[src/rtl/rd_ht_budget_pkg.sv]
// Shared types and width helpers for the read-guard head-tail table.
// An HT entry packs {id, head, tail, free}, with free as bit 0.
package rd_ht_budget_pkg;

  localparam int ID_W     = 4;
  localparam int LD_IDX_W = 2;

  function automatic int ht_entry_w(input int id_w, input int idx_w);
    return id_w + 2 * idx_w + 1;
  endfunction

  localparam int HT_ENTRY_W = ht_entry_w(ID_W, LD_IDX_W);

  typedef struct packed {
    logic [ID_W-1:0]     id;
    logic [LD_IDX_W-1:0] head;
    logic [LD_IDX_W-1:0] tail;
    logic                free;
  } ht_entry_t;

  localparam ht_entry_t HT_ENTRY_RST = '{id: '0, head: '0, tail: '0, free: 1'b1};

endpackage

[src/rtl/ht_entry_reg.sv]
// One HT entry register; takes d_i every cycle (one-cycle latency, no hold).
// Synchronous active-low reset loads the empty entry (free=1, all else 0).
module ht_entry_reg
  import rd_ht_budget_pkg::*;
#(
  parameter int EntryW = HT_ENTRY_W
) (
  input  logic              clk_i,
  input  logic              rst_ni,
  input  logic [EntryW-1:0] d_i,
  output logic [EntryW-1:0] q_o
);

  // Free sits in bit 0 for every entry width, so zero-extending it gives the reset entry.
  localparam logic [EntryW-1:0] RstVal = EntryW'(HT_ENTRY_RST.free);

  logic [EntryW-1:0] entry_d;
  logic [EntryW-1:0] entry_q;

  assign entry_d = d_i;

  always_ff @(posedge clk_i) begin
    if (!rst_ni) begin
      entry_q <= RstVal;
    end else begin
      entry_q <= entry_d;
    end
  end

  assign q_o = entry_q;

endmodule

[src/rtl/rd_ht_budget.sv]
// HT table registers with free/full flags, plus the combinational latency budget
// (beats of occupied LD slots, divided by the prescaler and saturated).
module rd_ht_budget
  import rd_ht_budget_pkg::*;
#(
  parameter int IdWidth      = 4,
  parameter int HtCapacity   = 4,
  parameter int MaxTxns      = 4,
  parameter int LdIdxWidth   = 2,
  parameter int LenWidth     = 8,
  parameter int AccuCntWidth = 10,
  parameter int PrescalerDiv = 1,
  localparam int HtEntryW    = IdWidth + 2 * LdIdxWidth + 1
) (
  input  logic                           clk_i,
  input  logic                           rst_ni,
  input  logic [HtCapacity*HtEntryW-1:0] ht_d_i,
  output logic [HtCapacity*HtEntryW-1:0] ht_q_o,
  output logic [HtCapacity-1:0]          ht_free_o,
  output logic                           ht_full_o,
  input  logic [MaxTxns-1:0]             ld_free_i,
  input  logic [MaxTxns*LenWidth-1:0]    ld_len_i,
  output logic [AccuCntWidth-1:0]        accum_burst_len_o
);

  localparam int SumW = LenWidth + 1 + $clog2(MaxTxns + 1);
  localparam logic [SumW-1:0] DivV = SumW'(PrescalerDiv);

  if (PrescalerDiv < 1) begin : g_chk_div
    $error("PrescalerDiv must be at least 1");
  end
  if (HtCapacity < 1) begin : g_chk_ht
    $error("HtCapacity must be at least 1");
  end
  if (MaxTxns < 1) begin : g_chk_txn
    $error("MaxTxns must be at least 1");
  end
  if (LdIdxWidth < 1) begin : g_chk_idx
    $error("LdIdxWidth must be at least 1");
  end
  if (HtEntryW != ht_entry_w(IdWidth, LdIdxWidth)) begin : g_chk_w
    $error("HT entry width mismatch");
  end

  for (genvar i = 0; i < HtCapacity; i++) begin : g_ht
    ht_entry_reg #(
      .EntryW(HtEntryW)
    ) u_entry (
      .clk_i (clk_i),
      .rst_ni(rst_ni),
      .d_i   (ht_d_i[i*HtEntryW +: HtEntryW]),
      .q_o   (ht_q_o[i*HtEntryW +: HtEntryW])
    );
    assign ht_free_o[i] = ht_q_o[i*HtEntryW];
  end

  assign ht_full_o = ~|ht_free_o;

  // AND-gating keeps an X len on a free slot out of the sum.
  logic [SumW-1:0] beats [MaxTxns];
  for (genvar i = 0; i < MaxTxns; i++) begin : g_beats
    assign beats[i] = {SumW{~ld_free_i[i]}}
                    & (SumW'(ld_len_i[i*LenWidth +: LenWidth]) + SumW'(1));
  end

  logic [SumW-1:0] sum;
  logic [SumW-1:0] scaled;

  always_comb begin
    sum = '0;
    for (int i = 0; i < MaxTxns; i++) begin
      sum = sum + beats[i];
    end
  end

  assign scaled = sum / DivV;

  if (SumW > AccuCntWidth) begin : g_sat
    localparam logic [SumW-1:0] SatV = SumW'((1 << AccuCntWidth) - 1);
    assign accum_burst_len_o = (scaled > SatV) ? '1 : scaled[AccuCntWidth-1:0];
  end else begin : g_nosat
    assign accum_burst_len_o = AccuCntWidth'(scaled);
  end

endmodule

[config.mk]
export PLATFORM = sky130hd
export DESIGN_NAME = rd_ht_budget
export DESIGN_NICKNAME = d
export VERILOG_FILES = /design/src/rtl/rd_ht_budget_pkg.sv /design/src/rtl/ht_entry_reg.sv /design/src/rtl/rd_ht_budget.sv
export SDC_FILE = /design/constraint.sdc
export NUM_CORES = 1
export LEC_CHECK = 0
export BUFFER_PORTS_ARGS = -buffer_cell sky130_fd_sc_hd__buf_2
export CAP_MARGIN = 10
export CORE_ASPECT_RATIO = 0.7
export CORE_MARGIN = 2
export CORE_UTILIZATION = 40
export CTS_BUF_LIST = sky130_fd_sc_hd__clkbuf_2 sky130_fd_sc_hd__clkbuf_4 sky130_fd_sc_hd__clkbuf_8
export CTS_CLUSTER_SIZE = 8
export DETAILED_ROUTE_END_ITERATION = 10
export HOLD_SLACK_MARGIN = 0.1
export PLACE_DENSITY_LB_ADDON = 0.25
export SLEW_MARGIN = 30
export SYNTH_ARGS = -nofsm -noshare
export SYNTH_HDL_FRONTEND = slang
export SYNTH_SLANG_ARGS = --single-unit
[constraint.sdc]
create_clock -name clk_i -period 4.69 [get_ports clk_i]
set_input_delay 0.7035 -clock clk_i [delete_from_list [all_inputs] [get_ports clk_i]]
set_output_delay 0.7035 -clock clk_i [all_outputs]
set_load 0.01 [all_outputs]
==> summary by stage, run 1 <==
Routing
The total wire length after detailed routing is 6860 µm. The count of TritonRoute iterations in the first routing pass is 4. Dividing the detail-routed wire length by the instance count gives 13.9 µm. The number of vias per cell is 4.77. The initial DRC count is 98.

The count of nets left with antenna violations once routing finished came out at 0. The number of vias after detailed routing is 2360. After detailed routing, the number of remaining DRC violations is 0.

Finish
Summing all non-filler instances in the final layout gives an area of 3660 µm². 0 antenna diodes ended up in the layout. The layout has 532 filler cells. The count of nets after finishing is 525. The library cells used most frequently in the layout, excluding fill and tap cells, are 118 x sky130_fd_sc_hd__buf_2, 36 x sky130_fd_sc_hd__dfxtp_1, 32 x sky130_fd_sc_hd__and2_1, 24 x sky130_fd_sc_hd__buf_4, 22 x sky130_fd_sc_hd__inv_1. Of the cells placed in the final design, the portion with a size suffix greater than 1 is 0.469.

The non-filler instance count after layout is 495. The register with the most flip-flops in the layout has 36 of them. The area growth from synthesis to layout is 48.3%. The library cell used most frequently in the layout, excluding fill and tap cells, is sky130_fd_sc_hd__buf_2.

Pwr
The sequential group share of total power is 0.310. The part of the power in the clock network is 0.220. After layout, the design draws a total of 1.05 mW. The total power divided by cell area is 288 nW/µm². VDD sags by at most 0.000233 V. Of the total power, the share spent switching nets is 0.348.

In this run the power spent charging and discharging nets is 0.367 mW. The design internal power is 0.687 mW. The reported leakage power is 1.79 nW.

Of the total power, combinational logic draws 0.470.

Clocking
The clock-pin slew reported for the worst setup and hold paths after clock tree synthesis is 0.07 ns. The H-tree was split into 2 levels. The tree built by TritonCTS fans out to 36 sinks.

The buffer depth of the longest clock path is 2. Clock tree synthesis inserted a total of 5 buffers. Clock tree synthesis selected as its root buffer the cell sky130_fd_sc_hd__clkbuf_8. TritonCTS built the clock tree. Hold repair after CTS inserted 0 buffers.

Place
The post-placement worst setup slack is 0.00170 ns. Once placement completed, the tool counted placed cells totaling 482. The congestion estimate from routability-driven global placement came to 0.910. The placed instances occupy a cell area of 3280 µm².

The count of input and output buffers is 124. The wire-length estimate of the detail-placed layout is 5490 µm.

Floorplanning
The floorplan step defined a die boundary enclosing 6830 µm². The core area is 5840 µm². From bottom edge to top edge, the die measures 69.8 µm. Measured along the x axis, the die boundary spans 97.9 µm. For this design the top-level I/O count stands at 125.

For this configuration, the core starts out at a cell density of 0.423. The initialized floorplan defines 23 standard-cell rows.

Critical path
The critical path is of the in2out type. On the critical path, the stage with the largest delay is an instance of sky130_fd_sc_hd__or4b_4. In this design, the stage delay of the slowest critical-path cell is 0.57 ns.

The critical path goes through clkbuf_4 > ha_4 > nand2_1 > or4b_4 > fa_1 > fa_1 > inv_2 > ha_4 > a211o_1 > o22ai_4 > clkbuf_16 > nand2_1 > buf_2. In this run the worst path has a maximum fanout of 4. The worst setup path is captured at an output pin. The nature of the critical path startpoint is an input port. The data required time at the worst endpoint is 3.99 ns. The endpoint arrival time on the critical path is 3.89 ns.

Hold path
The startpoint of the most critical hold path is ht_d_i[18]. The hold path endpoint is g_ht[2].u_entry.q_o[0]$_SDFF_PN1_. The instance count along the most critical hold path is 2. The tightest min-delay check is of the in2reg type.

Global route
The met2 global-route usage is 0.311. The first global-routing pass estimated 10800 µm of wire. The total overflow left after global routing is 0. The initial antenna violation count is 0. For this run, global-route usage on met1 was measured as 0.275. The via count of the first global-routing pass is 2328.

In the global route stage, overall resource usage came out at 0.197. For this run, global-route usage on met3 was measured as 0.0454. Entering global routing, the biggest net connects 37 pins. met2 is the most crowded layer.

Outcome
The run finished with clean final reports.

STA
Static timing analysis puts the maximum clock frequency at 0.218 GHz. After routing, the total negative slack on setup checks comes to 0 ns. The shortest clock period the worst path allows after layout is 4.59 ns.

The max-slew headroom at the worst pin is 0.694. Across all setup checks in the final design, the least slack found is 0.101 ns. The final cycle utilization of the critical path is 0.978. The number of failing hold endpoints at the final stage is 0. The count of final max-slew check failures is 0.

The transition time of the tightest slew-check pin is 0.459 ns. The number of setup violations in the final report is 0.

Logic synthesis
After synthesis, the cell types taking the most area are sky130_fd_sc_hd__dfxtp_1 29%, sky130_fd_sc_hd__fa_1 15%, sky130_fd_sc_hd__and2_1 8.1%. The share of the Yosys chip area taken by registers is 0.292. The top-area cell type share of the netlist area is 0.292. Summing every instance area after synthesis gives 2470 µm².

Counting every instance in the synthesized netlist gives 275. Of all cell types, the one taking the most synthesized area is sky130_fd_sc_hd__dfxtp_1. The per-instance average area after synthesis is 8.99 µm². During synthesis, Yosys emitted a total of 0 warnings. The number of unique standard cell types used by synthesis is 37.

The synthesized netlist net count is 381. In this run, synthesis produced a sequential element count of 36.

Flow run
The max capacitance violation total is 0.
-- cell usage after synthesis (all sizes together) --
cell     n
clkbuf   7
nor4     1
or4      1
a211oi   2
inv     23
buf      4
xnor2   10
nor3     2
nand4    4
nor2b    4
ha      14
a21oi   13
and3     3
xor2     9
nor2    16
nand4b   1
nand2b  10
nand2   12
or4b     2
or3      9
o21bai   1
nor4b    1
and2    32
fa      18
a211o    1
a31oi    1
o21ai   14
dfxtp   36
a21o     6
nand3   13
o21a     1
o22ai    1
or2      3
-- critical path: cells and delay by family --
kind	cells	cell delay [ns]
AOI/OAI and AO/OA	2	0.57
adders and majority gates	4	1.41
and+or+nand+nor	3	0.69
buffers and inverters	4	0.52
-- power groups by stage --
stage	logic (mW)	clock network, mW	registers (mW)
after detailed placement	0.432	0	0.334
after global routing	0.551	0.257	0.328
after floorplan	0.251	0	0.343
final	0.495	0.232	0.327
after global placement	0.426	0	0.333
after CTS	0.436	0.239	0.327
-- final cells by class --
| type | instances | area (µm²) | area share |
|---|---|---|---|
| Timing Repair Buffer | 148 | 857 | 0.234 |
| Multi-Input combinational cell | 205 | 1810 | 0.494 |
| Clock inverter | 1 | 7.51 | 0.00205 |
| Sequential cell | 36 | 721 | 0.197 |
| Tap cell | 75 | 93.8 | 0.0256 |
| Clock buffer | 7 | 90.1 | 0.0246 |
| Inverter | 23 | 86.3 | 0.0236 |
-- cell families after synthesis --
group / synth area share
xor+xnor: 0.0673
simple gates: 0.261
flops: 0.292
fa+ha+maj: 0.217
buf+inv: 0.0577
compound gates: 0.106
-- per-stage QoR --
stage	utilization	hold slack [ns]
3_5_place_dp	0.562	0.888
4_1_cts	0.579	0.588
5_1_grt	0.627	0.585
6_report	0.627	0.597
3_3_place_gp	0.562	0.885
2_1_floorplan	-	0.777
-- worst max-delay path by stage --
stage                             from              endpoint  slack [ns]  cells past startpoint
after global routing      ld_len_i[19]  accum_burst_len_o[6]       -0.01                     13
after CTS                 ld_len_i[16]  accum_burst_len_o[9]       0.006                     17
after detailed placement  ld_len_i[16]  accum_burst_len_o[2]       0.002                     13
after global placement    ld_len_i[16]  accum_burst_len_o[7]        0.03                     13
after floorplan           ld_len_i[16]  accum_burst_len_o[3]        0.34                     10
final                     ld_len_i[16]  accum_burst_len_o[6]        0.10                     13
-- metal layers --
| layer | share of wire | up-vias |
|---|---|---|
| met3 | 0.078 | 8 |
| met4 | 0.010 | 0 |
| met1 | 0.46 | 1087 |
| li1 | - | 1195 |
| met2 | 0.46 | 70 |
| met5 | 0 | - |
-- timing repair --
item                                    in CTS  in global routing
endpoints found under the setup margin       9                 10
gates cloned                                 0                  1
resized for setup                            1                 47
pin swaps                                    1                 27
buffers inserted                             0                  5
No activity file was read; power rests on OpenSTA's default activity.
==> inputs of run 2 (changes only) <==
--- a/config.mk
+++ b/config.mk
@@ -5,6 +5,7 @@
 export SDC_FILE = /design/constraint.sdc
 export NUM_CORES = 1
 export LEC_CHECK = 0
+export ABC_AREA = 1
 export BUFFER_PORTS_ARGS = -buffer_cell sky130_fd_sc_hd__buf_2
 export CAP_MARGIN = 10
 export CORE_ASPECT_RATIO = 0.7
==> run 2 against run 1 <==
Area after synthesis grew 7.0%. Die area increased by 6.6%. Hold slack got worse by 0.0050 ns. Non-clock buffer count down 23. Utilization down 7.5 points.
==> summary by stage, run 2 <==
STA
The max-slew headroom at the worst pin was 0.611 (-0.0836). The number of setup violations in the final report is 0 (unchanged). The setup TNS after final layout is 0 ns (unchanged). The achievable frequency is 0.223 GHz (+2.3%). The worst hold-check slack is 0.592 ns (-0.00500 ns). The count of final max-slew check failures is 0 (unchanged). The shortest clock period the worst path allows after layout is 4.49 ns (-0.103 ns). The transition time of the tightest slew-check pin is 0.584 ns (+0.125 ns). Setup repair after global routing left no endpoint under its margin.

The number of failing hold endpoints at the final stage is 0 (unchanged). The final cycle utilization of the critical path is 0.956 (-0.0220).

Global route
The total track usage is 0.178 (-0.0188). The aggregate global routing overflow is 0 (unchanged). The pin count of the biggest net entering global routing is 37 (unchanged). The met2 global-route usage is 0.304 (-0.00736). The met3 routing resource usage after global routing came to 0.0366 (-0.00875). The via count of the first global-routing pass is 2351 (+0.99%). The met1 routing resource usage after global routing is 0.234 (-0.0419). The layer carrying the most global-route usage is met2. The global-route wire length before repair is 10400 µm (-4.3%). The initial antenna violation count is 0 (unchanged).

Logic synthesis
The most used flip-flop cell after synthesis is sky130_fd_sc_hd__dfxtp_1. By instance count, the leading cell after synthesis is sky130_fd_sc_hd__inv_1. The adder and majority gate portion of the synthesized area is 0.203 (-0.0142). The number of warnings issued by yosys is 0 (unchanged). The fraction of synthesis flops using an asynchronous set or reset pin is 0 (unchanged). The number of unique standard cell types used by synthesis is 24 (-35%). The number of enable flip-flop cells after synthesis came to 0 (unchanged).

The total standard cell area after synthesis is 2640 µm² (+7.0%). The xor/xnor share of the synthesized area came to 0.00331 (-0.0640). The gate count of the mapped netlist is 383 (+39%). By count the netlist is led by 96 x sky130_fd_sc_hd__inv_1, 91 x sky130_fd_sc_hd__nand2_1, 38 x sky130_fd_sc_hd__nor2_1, 36 x sky130_fd_sc_hd__dfxtp_1, 22 x sky130_fd_sc_hd__nand3_1. The largest family of logic cells by synthesized area is simple AND/OR/NAND/NOR gates. The portion of the post-synthesis area used by sequential elements is 0.273 (-0.0190). The area share of and/or/nand/nor cells after synthesis came to 0.298 (+0.0369). The synthesized netlist net count came to 489 (+28%).

The share of synthesized area spent on multiplexers is 0 (unchanged). The fraction of the mapped netlist area in compound gates came to 0.0672 (-0.0386). sky130_fd_sc_hd__dfxtp_1 takes more of the synthesized area than any other cell. The per-instance average area after synthesis is 6.90 µm² (-23%). The top-area cell type share of the netlist area is 0.273 (-0.0190).

After synthesis, the cell types taking the most area are sky130_fd_sc_hd__dfxtp_1 27%, sky130_fd_sc_hd__fa_1 14%, sky130_fd_sc_hd__inv_1 14%. The register bit count reported by yosys is 36 (unchanged).

Critical path
The worst setup path is captured at an output pin. The data required time at the worst endpoint is 3.99 ns (about the same). The critical path starts at ld_len_i[10]. STA classifies the critical path startpoint as an input port. The endpoint arrival time on the critical path is 3.78 ns (-0.11 ns). The maximum fanout encountered on the critical timing path was 5 (+1).

The worst setup path category is in2out. Following the worst setup path forward leads to its endpoint at accum_burst_len_o[4].

Flow run
The max capacitance violation total came to 0 (unchanged).

Finish
The post-route standard cell area excluding fillers is 3480 µm² (-5.0%). The non-filler instance count after layout is 587 (+19%). The library cell used most frequently in the layout, excluding fill and tap cells, is sky130_fd_sc_hd__buf_2. The count of nets after finishing is 614 (+17%). The flip-flop count of the largest register, all copies and words added was 36 (unchanged).

The share of layout cells above drive strength 1 is 0.322 (-0.147). The top cell types in the final layout, fill and taps aside, are 124 x sky130_fd_sc_hd__buf_2, 96 x sky130_fd_sc_hd__inv_1, 88 x sky130_fd_sc_hd__nand2_1, 36 x sky130_fd_sc_hd__dfxtp_1, 35 x sky130_fd_sc_hd__nor2_1. The layout overhead on the synthesized area is 31.6%. The number of diodes added for antenna fixing is 0 (unchanged).

Place
The count of input and output buffers is 124 (unchanged). The post-placement cell area is 3320 µm² (+1.1%). The number of placed cells counting well taps is 578 (+20%). The half-perimeter wire length of the detailed placement result was 5640 µm (+2.8%).

The placer's final routability congestion estimate is 0.896 (-1.5%).

Pwr
The reported leakage power came to 2.20 nW (+23%). The largest voltage drop on the vdd net is 0.000107 V (-54%). The total power divided by cell area is 280 nW/µm² (-2.5%).

The final total power came to 0.976 mW (-7.4%).

Routing
The final routed DRC violation total was 0 (unchanged). The count of antenna-violating nets left after detailed routing is 0 (unchanged). The total wire length after detailed routing came to 6710 µm (-2.2%). The routed wire length per instance is 11.4 µm (-17%). The number of vias after detailed routing is 2662 (+13%). The count of TritonRoute iterations in the first routing pass is 4 (unchanged). The initial DRC count is 111 (+13%). The number of vias per cell is 4.53 (-4.9%).

Floorplanning
The area of the die is 7290 µm² (+6.6%). The count of standard-cell rows is 24 (+4.3%). The effective utilization at floorplan is 0.419 (-0.00376). The overall die width was 101 µm (+3.3%). The die extent in y is 72.0 µm (+3.2%). The core area is 6310 µm² (+7.9%). The number of primary I/O pins is 125 (unchanged).

Clocking
The buffer depth of the longest clock path was 2 (unchanged). The TritonCTS sink count is 36 (unchanged). TritonCTS built the clock tree.

The number of buffers inserted during clock tree synthesis is 5 (unchanged). The clock-pin slew reported for the worst setup and hold paths after clock tree synthesis is 0.06 ns (about the same). The deepest level of the CTS H-tree is 2 (unchanged).

The hold buffer count at CTS is 0 (unchanged). The tree is rooted in a sky130_fd_sc_hd__clkbuf_8.

Outcome
The flow ran to the end, and the final reports show no timing, DRC or antenna violations.

Hold path
The worst hold path belongs to the class in2reg.
[run 2: cell types whose count changed in the layout (fill, tap and decap cells not counted), moves of 8 or more]
cell,delta
sky130_fd_sc_hd__buf_4,-23
sky130_fd_sc_hd__nand3_1,+11
sky130_fd_sc_hd__or3_1,-8
sky130_fd_sc_hd__xnor2_1,-8
sky130_fd_sc_hd__and2_1,-32
sky130_fd_sc_hd__nand2b_1,-10
sky130_fd_sc_hd__xor2_1,-9
sky130_fd_sc_hd__nor2_1,+21
sky130_fd_sc_hd__a21oi_1,+9
sky130_fd_sc_hd__inv_1,+74
sky130_fd_sc_hd__nand2_1,+76
[run 2: cell families after synthesis]
kind of cell | after synthesis
compound gates | 34
flops | 36
xor+xnor | 1
fa+ha+maj | 32
buf+inv | 105
simple gates | 175
[run 2: worst min-delay path by stage]
| stage | startpoint | to | cells after the start |
|---|---|---|---|
| global route | ht_d_i[0] | g_ht[0].u_entry.q_o[0]$_SDFF_PN1_ | 3 |
| floorplan | ht_d_i[0] | g_ht[0].u_entry.q_o[0]$_SDFF_PN1_ | 2 |
| detailed placement | ht_d_i[0] | g_ht[0].u_entry.q_o[0]$_SDFF_PN1_ | 3 |
| finish | ht_d_i[0] | g_ht[0].u_entry.q_o[0]$_SDFF_PN1_ | 3 |
| CTS | ht_d_i[0] | g_ht[0].u_entry.q_o[0]$_SDFF_PN1_ | 3 |
| global placement | ht_d_i[9] | g_ht[1].u_entry.q_o[0]$_SDFF_PN1_ | 3 |
[run 2: report_power, final]
part | leakage, nW | internal [mW] | switching, mW | total (mW)
clock network | 0.0479 | 0.103 | 0.107 | 0.210
registers | 0.300 | 0.322 | 0.00431 | 0.326
logic | 1.85 | 0.186 | 0.254 | 0.439
total | 2.20 | 0.611 | 0.365 | 0.976
[run 2: area by class of cell]
type / count / area [µm²]
clock buffer: 5 / 68.8
clock inverter: 3 / 18.8
fill: 637 / 2830
inverter: 97 / 364
multi-input combinational: 243 / 1580
sequential: 36 / 721
tap: 78 / 97.6
timing repair buffer: 125 / 628
[run 2: stage by stage]
step / worst slack (ns) / utilization
after floorplan: 0.566 / -
after global placement: 0.156 / 0.526
after detailed placement: 0.110 / 0.526
after CTS: 0.109 / 0.540
after global routing: 0.00309 / 0.552
final: 0.204 / 0.552
[run 2: metal layers]
metal | vias to the layer above | part of all wire
li1 | 1389 | -
met1 | 1177 | 0.46
met2 | 91 | 0.45
met3 | 5 | 0.078
met4 | 0 | 0.0076
met5 | - | 0
[run 2: what timing repair did]
item                                    CTS  global route
endpoints found under the setup margin    0            10
setup buffers                             0             0
resized for setup                         0            14
[run 2: critical path, stage by stage]
cell and delay (ns):
sky130_fd_sc_hd__buf_2 0.12, sky130_fd_sc_hd__nand3_1 0.17, sky130_fd_sc_hd__nor3b_2 0.32, sky130_fd_sc_hd__nor2_1 0.11
sky130_fd_sc_hd__fa_1 0.49, sky130_fd_sc_hd__inv_1 0.05, sky130_fd_sc_hd__fa_1 0.53, sky130_fd_sc_hd__inv_1 0.04
sky130_fd_sc_hd__ha_1 0.35, sky130_fd_sc_hd__nand2_1 0.10, sky130_fd_sc_hd__nand2_2 0.07, sky130_fd_sc_hd__inv_2 0.06
sky130_fd_sc_hd__nand2_1 0.05, sky130_fd_sc_hd__nand2_1 0.07, sky130_fd_sc_hd__nand2_2 0.12, sky130_fd_sc_hd__nor2_4 0.22
sky130_fd_sc_hd__o21ai_2 0.08, sky130_fd_sc_hd__buf_2 0.14
==> inputs of run 3 (changes only) <==
--- a/config.mk
+++ b/config.mk
@@ -6,7 +6,6 @@
 export NUM_CORES = 1
 export LEC_CHECK = 0
 export ABC_AREA = 1
-export BUFFER_PORTS_ARGS = -buffer_cell sky130_fd_sc_hd__buf_2
 export CAP_MARGIN = 10
 export CORE_ASPECT_RATIO = 0.7
 export CORE_MARGIN = 2
@@ -14,6 +13,7 @@
 export CTS_BUF_LIST = sky130_fd_sc_hd__clkbuf_2 sky130_fd_sc_hd__clkbuf_4 sky130_fd_sc_hd__clkbuf_8
 export CTS_CLUSTER_SIZE = 8
 export DETAILED_ROUTE_END_ITERATION = 10
+export DONT_BUFFER_PORTS = 1
 export HOLD_SLACK_MARGIN = 0.1
 export PLACE_DENSITY_LB_ADDON = 0.25
 export SLEW_MARGIN = 30
==> run 3 against run 2 <==
Sequential power increased by 4%. Largest power group is now registers. Global-route usage down 1.7 points. Largest cell class unchanged. Sequential share of layout area is 4.9 points higher. Non-clock buffer count fell by 124. Hold slack worse by 0.081 ns. Combinational power shrank 29%. Utilization fell by 10 points. Highest routed layer unchanged. Maximum frequency rose by 1.5%. Routed wire length fell by 11%. Count of clock-buffer cells in the layout grew 2.
==> summary by stage, run 3 (synthesis results as in run 2) <==
STA
The number of failing hold endpoints at the final stage was 0 (unchanged). The number of setup violations in the final report is 0 (unchanged). The achievable frequency is 0.226 GHz (+1.5%). The final cycle utilization of the critical path is 0.942 (-0.0145). The count of final max-slew check failures was 0 (unchanged). The transition time of the tightest slew-check pin came to 0.572 ns (-0.0123 ns). The shortest clock period the worst path allows after layout was 4.42 ns (-0.0680 ns). Setup repair after global routing left no endpoint under its margin. The setup TNS after final layout is 0 ns (unchanged). The max-slew headroom at the worst pin is 0.615 (+0.00469).

The worst hold-check slack is 0.510 ns (-0.0814 ns).

Global route
The aggregate global routing overflow was 0 (unchanged). The pin count of the biggest net entering global routing was 37 (unchanged). The total track usage is 0.161 (-0.0171).

The global-route wire length before repair is 9320 µm (-10%). The initial antenna violation count is 0 (unchanged). The via count of the first global-routing pass is 2014 (-14%).

Finish
The non-filler instance count after layout is 463 (-21%). The final core area utilization came to 0.447 (-0.105). The layout overhead on the synthesized area is 6.58%.

Leaving out fill and tap cells, the most frequent cell in the layout is sky130_fd_sc_hd__inv_1. The share of layout cells above drive strength 1 is 0.0779 (-0.244). The number of diodes added for antenna fixing came to 0 (unchanged).

The count of nets after finishing came to 490 (-20%). The top cell types in the final layout, fill and taps aside, are 96 x sky130_fd_sc_hd__inv_1, 91 x sky130_fd_sc_hd__nand2_1, 36 x sky130_fd_sc_hd__nor2_1, 36 x sky130_fd_sc_hd__dfxtp_1, 22 x sky130_fd_sc_hd__nand3_1. The flip-flop count of the largest register, all copies and words added is 36 (unchanged).

Routing
The final routed DRC violation total is 0 (unchanged). The routed wire length per instance is 13.0 µm (+13%). The number of vias after detailed routing came to 2246 (-16%). The count of antenna-violating nets left after detailed routing is 0 (unchanged). The total wire length after detailed routing is 6010 µm (-11%). The count of TritonRoute iterations in the first routing pass came to 4 (unchanged). The number of vias per cell is 4.85 (+7.0%). The initial DRC count is 98 (-12%).

Outcome
The run finished with clean final reports.

Clocking
The number of buffers inserted during clock tree synthesis is 5 (unchanged). The post-CTS setup buffer count came to 0 (unchanged). The CTS root buffer is sky130_fd_sc_hd__clkbuf_8. The number of resized instances in the post-cts repair step was 0 (unchanged). The buffer depth of the longest clock path was 2 (unchanged).

The hold buffer count at CTS is 0 (unchanged). The clock-pin slew reported for the worst setup and hold paths after clock tree synthesis came to 0.07 ns (about the same). TritonCTS built the clock tree. The TritonCTS sink count is 36 (unchanged). The deepest level of the CTS H-tree came to 2 (unchanged).

Floorplanning
The overall die width is 101 µm (unchanged). The die extent in y is 72.0 µm (unchanged). The count of standard-cell rows is 24 (unchanged). The core area is 6310 µm² (unchanged). The number of primary I/O pins is 125 (unchanged). The area of the die was 7290 µm² (unchanged). The effective utilization at floorplan is 0.419 (unchanged).

Place
The number of placed cells counting well taps was 454 (-21%). The count of input and output buffers is 0 (-100%). The half-perimeter wire length of the detailed placement result came to 5170 µm (-8.4%). The placer's final routability congestion estimate is 0.852 (-4.9%).

Hold path
In this run the most critical hold path is launched from rst_ni. The hold path endpoint is g_ht[3].u_entry.q_o[0]$_SDFF_PN1_. The kind of path behind the tightest hold check is in2reg. The instance count along the most critical hold path was 1 (-2).

Flow run
The max capacitance violation total is 0 (unchanged).

Critical path
The maximum fanout encountered on the critical timing path is 5 (unchanged). The endpoint arrival time on the critical path is 3.71 ns (-0.07 ns). The critical path in this run is classified as in2out. STA classifies the critical path startpoint as an input port.

The data required time at the worst endpoint is 3.99 ns (about the same). The element type at the critical path end is an output pin.

Pwr
The reported leakage power was 1.69 nW (-23%). The total power divided by cell area is 310 nW/µm² (+10%). The largest voltage drop on the vdd net came to 0.000144 V (+35%).
[run 3: cell types whose count changed in the layout (fill, tap and decap cells not counted), moves of 2 or more]
| cell | delta |
|---|---|
| sky130_fd_sc_hd__clkinv_2 | -2 |
| sky130_fd_sc_hd__ha_4 | -2 |
| sky130_fd_sc_hd__nand2_2 | -3 |
| sky130_fd_sc_hd__ha_1 | +3 |
| sky130_fd_sc_hd__buf_2 | -124 |
| sky130_fd_sc_hd__nand2_1 | +3 |
[run 3: worst max-delay path by stage]
stage | startpoint | end | slack (ns) | cells past startpoint
final | ld_len_i[8] | accum_burst_len_o[6] | 0.27 | 15
after global routing | ld_len_i[24] | accum_burst_len_o[6] | 0.02 | 16
after CTS | ld_len_i[24] | accum_burst_len_o[1] | 0.18 | 16
after detailed placement | ld_len_i[24] | accum_burst_len_o[1] | 0.18 | 16
after global placement | ld_len_i[24] | accum_burst_len_o[1] | 0.28 | 16
after floorplan | ld_len_i[24] | accum_burst_len_o[0] | 0.57 | 16
[run 3: where the power goes]
part / switching, mW / internal, mW / total (mW) / leakage (nW)
clock network: 0.0963 / 0.125 / 0.221 / 0.0479
logic: 0.199 / 0.113 / 0.312 / 1.34
registers: 0.0168 / 0.323 / 0.339 / 0.300
total: 0.312 / 0.561 / 0.873 / 1.69
[run 3: critical path, stage by stage]
cell and delay, ns:
sky130_fd_sc_hd__ha_1 0.17, sky130_fd_sc_hd__nand2_1 0.09, sky130_fd_sc_hd__nor2_1 0.21, sky130_fd_sc_hd__and3_1 0.21, sky130_fd_sc_hd__nand3_1 0.09, sky130_fd_sc_hd__fa_1 0.48
sky130_fd_sc_hd__fa_1 0.56, sky130_fd_sc_hd__inv_1 0.04, sky130_fd_sc_hd__ha_1 0.35, sky130_fd_sc_hd__nand2_1 0.10, sky130_fd_sc_hd__inv_1 0.04, sky130_fd_sc_hd__a21oi_1 0.17
sky130_fd_sc_hd__nand2_2 0.14, sky130_fd_sc_hd__nor2_4 0.22, sky130_fd_sc_hd__nand3_2 0.13
[run 3: layout make-up]
type / instances / area [µm²]
Fill cell: 680 / 3490
Multi-Input combinational cell: 243 / 1530
Sequential cell: 36 / 721
Inverter: 97 / 364
Tap cell: 78 / 97.6
Clock buffer: 7 / 90.1
Clock inverter: 1 / 7.51
Timing Repair Buffer: 1 / 7.51
[run 3: metal layers]
metal  vias to the layer above  GRT usage  share of wire
met5                         -          0              0
met4                         0     0.0315         0.0080
met3                         5     0.0279          0.074
met2                        89      0.285           0.47
met1                      1009      0.208           0.45
li1                       1143          -              -
[run 3: through the flow]
step           total power, mW  setup WS (ns)  area, µm²
2_1_floorplan            0.608          0.566       2640
3_3_place_gp             0.663          0.284       2700
3_5_place_dp             0.664          0.180       2700
4_1_cts                  0.887          0.177       2800
5_1_grt                  0.953         0.0229       2820
6_report                 0.873          0.272       2820
